**config.mk**
```make
export PLATFORM = sky130hd
export DESIGN_NAME = uart_rx
export DESIGN_NICKNAME = d
export VERILOG_FILES = /design/src/rtl/uart_rx.sv
export SDC_FILE = /design/constraint.sdc
export NUM_CORES = 1
export LEC_CHECK = 0
export BUFFER_PORTS_ARGS = -buffer_cell sky130_fd_sc_hd__buf_2
export CAP_MARGIN = 20
export CORE_MARGIN = 2
export CORE_UTILIZATION = 44
export DETAILED_ROUTE_END_ITERATION = 10
export SLEW_MARGIN = 25
export SYNTH_ARGS = -nofsm -noshare
export SYNTH_HDL_FRONTEND = slang
export SYNTH_SLANG_ARGS = --single-unit
export TNS_END_PERCENT = 20
```
**constraint.sdc**
```tcl
create_clock -name clk -period 2.3 [get_ports clk]
set_clock_uncertainty 0.05 [all_clocks]
set_input_delay 0.115 -clock clk [delete_from_list [all_inputs] [get_ports clk]]
set_output_delay 0.115 -clock clk [all_outputs]
set_load 0.01 [all_outputs]
```
**src/rtl/uart_rx.sv**
```systemverilog
// ---------------------------------------------------------------------------
// uart_rx -- oversampling UART receiver
//
// Purpose:
//   Receives asynchronous serial frames (start bit, DBIT data bits LSB first,
//   optional even parity bit, stop bit(s)) using a 16x oversample strobe from
//   an external baud generator. The start bit is confirmed at its middle,
//   and every later bit is sampled 16 ticks after the previous sample point,
//   which is again the middle of that bit.
//
// Parameters:
//   DBIT     data bits per frame (5..8)
//   SB_TICK  oversample ticks spent in the stop bit (16 = 1, 24 = 1.5, 32 = 2)
//
// Ports:
//   clk           system clock, all state changes on its rising edge
//   rst_n         asynchronous active-low reset
//   rx            serial line, asynchronous to clk, idle high
//   s_tick        one-clk oversample strobe, 16 per bit period
//   dout          last received data word
//   rx_done_tick  one-clk pulse when a frame completes (with or without errors)
//   frame_err     stop bit was sampled low on the last completed frame
//   parity_err    parity mismatch on the last completed frame
//
// Configuration:
//   UART_RX_PARITY_EN  when defined, a PARITY state checks one even-parity
//                      bit after the data bits; when undefined, DATA goes
//                      straight to STOP and parity_err is tied low.
// ---------------------------------------------------------------------------
module uart_rx #(
    parameter int DBIT    = 8,
    parameter int SB_TICK = 16
) (
    input  logic            clk,
    input  logic            rst_n,
    input  logic            rx,
    input  logic            s_tick,
    output logic [DBIT-1:0] dout,
    output logic            rx_done_tick,
    output logic            frame_err,
    output logic            parity_err
);

    // Terminal counts, sized to the counters they are compared against.
    // The 5-bit tick counter covers SB_TICK up to 32 (two stop bits).
    localparam logic [4:0] START_LAST = 5'd7;
    localparam logic [4:0] BIT_LAST   = 5'd15;
    localparam logic [4:0] STOP_LAST  = 5'(SB_TICK - 1);
    localparam logic [2:0] DATA_LAST  = 3'(DBIT - 1);

    typedef enum logic [2:0] {
        IDLE,
        START,
        DATA,
`ifdef UART_RX_PARITY_EN
        PARITY,
`endif
        STOP
    } state_t;

    state_t          state;
    state_t          state_next;
    logic [4:0]      s;
    logic [4:0]      s_next;
    logic [2:0]      n;
    logic [2:0]      n_next;
    logic [DBIT-1:0] b;
    logic [DBIT-1:0] b_next;
    logic            rx_meta;
    logic            rx_s;

`ifdef UART_RX_PARITY_EN
    logic            par;
    logic            par_next;
`endif

    // Two-flop synchronizer. Both flops reset to the idle (high) level so
    // that a reset never looks like a start edge.
    always_ff @(posedge clk or negedge rst_n) begin
        if (!rst_n) begin
            rx_meta <= 1'b1;
            rx_s    <= 1'b1;
        end else begin
            rx_meta <= rx;
            rx_s    <= rx_meta;
        end
    end

    // State and datapath registers. Everything here only moves when the
    // next-state logic says so, which in turn only advances on s_tick
    // (except for the IDLE start-edge detection).
    always_ff @(posedge clk or negedge rst_n) begin
        if (!rst_n) begin
            state <= IDLE;
            s     <= '0;
            n     <= '0;
            b     <= '0;
        end else begin
            state <= state_next;
            s     <= s_next;
            n     <= n_next;
            b     <= b_next;
        end
    end

`ifdef UART_RX_PARITY_EN
    // Holds the received parity bit until the stop bit is evaluated.
    always_ff @(posedge clk or negedge rst_n) begin
        if (!rst_n) begin
            par <= 1'b0;
        end else begin
            par <= par_next;
        end
    end
`endif

    // Result registers: captured only on the completion cycle so they stay
    // stable between frames and describe the most recent frame.
    always_ff @(posedge clk or negedge rst_n) begin
        if (!rst_n) begin
            dout      <= '0;
            frame_err <= 1'b0;
        end else if (rx_done_tick) begin
            dout      <= b;
            frame_err <= ~rx_s;
        end
    end

`ifdef UART_RX_PARITY_EN
    // Even parity: the data bits plus the parity bit must XOR to zero.
    always_ff @(posedge clk or negedge rst_n) begin
        if (!rst_n) begin
            parity_err <= 1'b0;
        end else if (rx_done_tick) begin
            parity_err <= (^b) ^ par;
        end
    end
`else
    assign parity_err = 1'b0;
`endif

    // Next-state and output logic. START waits half a bit to confirm the
    // start level at its middle; later states wait a full bit between
    // samples. A start that is high again at its middle is treated as a
    // glitch and silently dropped.
    always_comb begin
        state_next   = state;
        s_next       = s;
        n_next       = n;
        b_next       = b;
`ifdef UART_RX_PARITY_EN
        par_next     = par;
`endif
        rx_done_tick = 1'b0;

        case (state)
            IDLE: begin
                if (!rx_s) begin
                    state_next = START;
                    s_next     = '0;
                end
            end

            START: begin
                if (s_tick) begin
                    if (s == START_LAST) begin
                        s_next = '0;
                        if (!rx_s) begin
                            state_next = DATA;
                            n_next     = '0;
                        end else begin
                            state_next = IDLE;
                        end
                    end else begin
                        s_next = s + 5'd1;
                    end
                end
            end

            DATA: begin
                if (s_tick) begin
                    if (s == BIT_LAST) begin
                        s_next = '0;
                        b_next = {rx_s, b[DBIT-1:1]};
                        if (n == DATA_LAST) begin
`ifdef UART_RX_PARITY_EN
                            state_next = PARITY;
`else
                            state_next = STOP;
`endif
                        end else begin
                            n_next = n + 3'd1;
                        end
                    end else begin
                        s_next = s + 5'd1;
                    end
                end
            end

`ifdef UART_RX_PARITY_EN
            PARITY: begin
                if (s_tick) begin
                    if (s == BIT_LAST) begin
                        s_next     = '0;
                        par_next   = rx_s;
                        state_next = STOP;
                    end else begin
                        s_next = s + 5'd1;
                    end
                end
            end
`endif

            // Leaving STOP goes to IDLE, so the next start edge can only be
            // seen from the following clock, never in the completion cycle.
            STOP: begin
                if (s_tick) begin
                    if (s == STOP_LAST) begin
                        s_next       = '0;
                        state_next   = IDLE;
                        rx_done_tick = 1'b1;
                    end else begin
                        s_next = s + 5'd1;
                    end
                end
            end

            default: begin
                state_next = IDLE;
                s_next     = '0;
                n_next     = '0;
            end
        endcase
    end

endmodule

```
==> reports/metrics.yaml <==
outcome: "finished clean"
drt_first_iter_violations: 40
p_seq_frac: 0.390
reg2reg_setup_slack_ps: 340
die_x_um: 61.8
row_count: 20
rsz0062_at_grt: "false"
grt_first_pass_wirelength_um: 4150
max_cap_violations: 0
die_h_um: 61.8
synth_commonest_cells: "dfrtp_1, mux2_2, ha_1, nand2_1"
vias_per_cell: 5.19
end_kind: "output pin"
vias: 949
nets: 151
hold_buffers: 2
drive_above_1_share: 0.345
syn_nets: 132
final-setup-viol-count: 0
fillCellCount: 292
fin_crit_sh: 0.887
synth_seq_area_share: 0.496
numCtsBuffers: 5
synthArstFlopShare: 1.00
cpLargestDelayFamily: "simple AND/OR/NAND/NOR gates"
grtUsageTotal: 0.156
p_per_area_nw_per_um2: 947
area_delta_synth_final_pct: 12.4
p_leak_nw: 0.840
grt-ovfl-total: 0
wl_um: 2460
min_period_ps: 2040
clockBufferDepth: 2
yosysTopAreaCell: "dfrtp_1"
synth_top_cell_area_share: 0.460
cts-root-buf: "clkbuf_4"
crit_path_top_delay_cell: "dfrtp_1"
final_core_util: 0.532
drtAntennaViolNets: 0
power_frac_comb: 0.384
worstMarginPinSlew_ps: 634
p_sw_mw: 0.573
finalMaxSlewViolations: 0
place_congestion: 0.795
worstPathCellList: "ha_1 -> and3_2 -> nand3_1 -> inv_1 -> buf_2"
drcViolationCount: 0
fmax_mhz: 490
synth.most_common_cell: "dfrtp_1"
cp.arrival_ps: 1870
syn_avg_cell_area_um2: 12.3
routedWlPerCell_um: 13.4
tritoncts: "done"
dp_hpwl_um: 1760
ys.flop_type: "dfrtp_1"
clk_latency_ps: 330
synth_area_leaders: "dfrtp_1, mux2_2, ha_1"
cp-start-kind: "flop"
path_buf_inv: 2
syn-instance-count: 119
clock-sinks: 29
synth-edff-count: 0
diodes: 0
start_util: 0.473
cp_max_fo: 11
fin_cells: 183
worst_slack_ps: 260
total_power_mw: 1.56
yosys_register_bits: 29
preCtsSetupSlack_ps: 334
dieArea_um2: 3810
finalSetupTns_ps: 0
yosys_warnings: 0
crit_path_max_incr_delay_ps: 420
syn_area_um2: 1470
clkPwrFrac: 0.226
regArea_um2: 728
path_class: "reg2out"
dpl.cell_count: 173
grt_max_degree: 30
hold_class: "in2reg"
ir_worst_vdd_v: 0.000448
relSlewSlack: 0.577
multi_input_area_um2: 671
io_pins: 15
cts_max_level: 2
grt_pass1_vias: 927
yosysUniqueCellTypes: 38
worstPathRequired_ps: 2130
switching_share: 0.366
p_int_mw: 0.991
dr.pass1.iters: 4
final_hold_viol_count: 0
portBuffers: 13
clk_pin_slew_ps: 90
cts.repair.resized: 0
core_um2: 3100
cts_setup_buffers: 0
antenna_found_initial: 0
-- flip-flops by register name (all words and copies together) (netlist names) --
signal / count
rx_meta: 1
state: 2
n: 3
b: 8
rx_s: 1
frame_err: 1
dout: 8
s: 5
-- kinds of logic (layout without fill, tap and decap cells) --
logic type / after synthesis / in the layout / synth area share
other: 1 / 1 / 0.00256
DFF: 29 / 29 / 0.496
muxes: 20 / 20 / 0.153
adders and majority gates: 9 / 9 / 0.0767
AOI/OAI and AO/OA: 18 / 18 / 0.103
and+or+nand+nor: 29 / 29 / 0.121
buffers and inverters: 13 / 33 / 0.0469
-- area by class of cell --
| cell class | count | area share |
|---|---|---|
| multi-input combinational | 77 | 0.406 |
| clock buffer | 7 | 0.0394 |
| timing repair buffer | 16 | 0.0561 |
| tap | 44 | 0.0334 |
| sequential | 29 | 0.441 |
| inverter | 9 | 0.0205 |
| clock inverter | 1 | 0.00303 |
-- layout by cell type (no fill, tap or decap), types with 2 or more instances in the layout --
cell / synthesis / final
mux2_2: 15 / 15
buf_2: 1 / 13
inv_1: 8 / 8
ha_1: 9 / 9
clkbuf_4: 0 / 5
mux2i_1: 3 / 3
nor2_1: 2 / 2
o21ai_0: 8 / 8
dfstp_2: 2 / 2
nor2b_1: 3 / 3
nand3_1: 3 / 3
dlygate4sd3_1: 0 / 2
nor3_1: 2 / 2
nand2b_1: 2 / 2
dfrtp_1: 27 / 27
clkbuf_8: 0 / 2
nand2_1: 9 / 9
-- power by group through the flow --
stage | clock, mW | combinational (mW) | sequential (mW)
6_report | 0.354 | 0.600 | 0.610
3_5_place_dp | 0 | 0.600 | 0.618
2_1_floorplan | 0 | 0.525 | 0.608
4_1_cts | 0.366 | 0.603 | 0.609
3_3_place_gp | 0 | 0.582 | 0.617
5_1_grt | 0.385 | 0.669 | 0.617
-- layer usage --
metal  vias up  share of wire  GRT usage  wire, um
li1        458              -          -         -
met5         -              0          0         0
met4         0         0.0085     0.0729        21
met2        14           0.48      0.260      1180
met3         2          0.036     0.0518        88
met1       475           0.48      0.182      1170
-- worst paths after layout --
check,start,endpoint,cells past startpoint
min,s_tick,s[1],4
max reg2reg,state[0],state[1],6
min in group asynchronous,rst_n,s[4],2
max,s[0],rx_done_tick,5
max in group asynchronous,rst_n,b[7],2
min reg2reg,rx_meta,rx_s,0
-- metrics by stage --
stage          hold WS [ps]  cell area [um2]
2_1_floorplan          -231             1470
3_3_place_gp            128             1560
3_5_place_dp            122             1560
4_1_cts                 212             1650
5_1_grt                 236             1650
6_report                232             1650
-- worst min-delay path, cell delays in order --
cell and delay, ps:
buf_2 130, o21ai_2 150, nand2_1 110, o21ai_0 70
(Power assumes the default switching activity.)
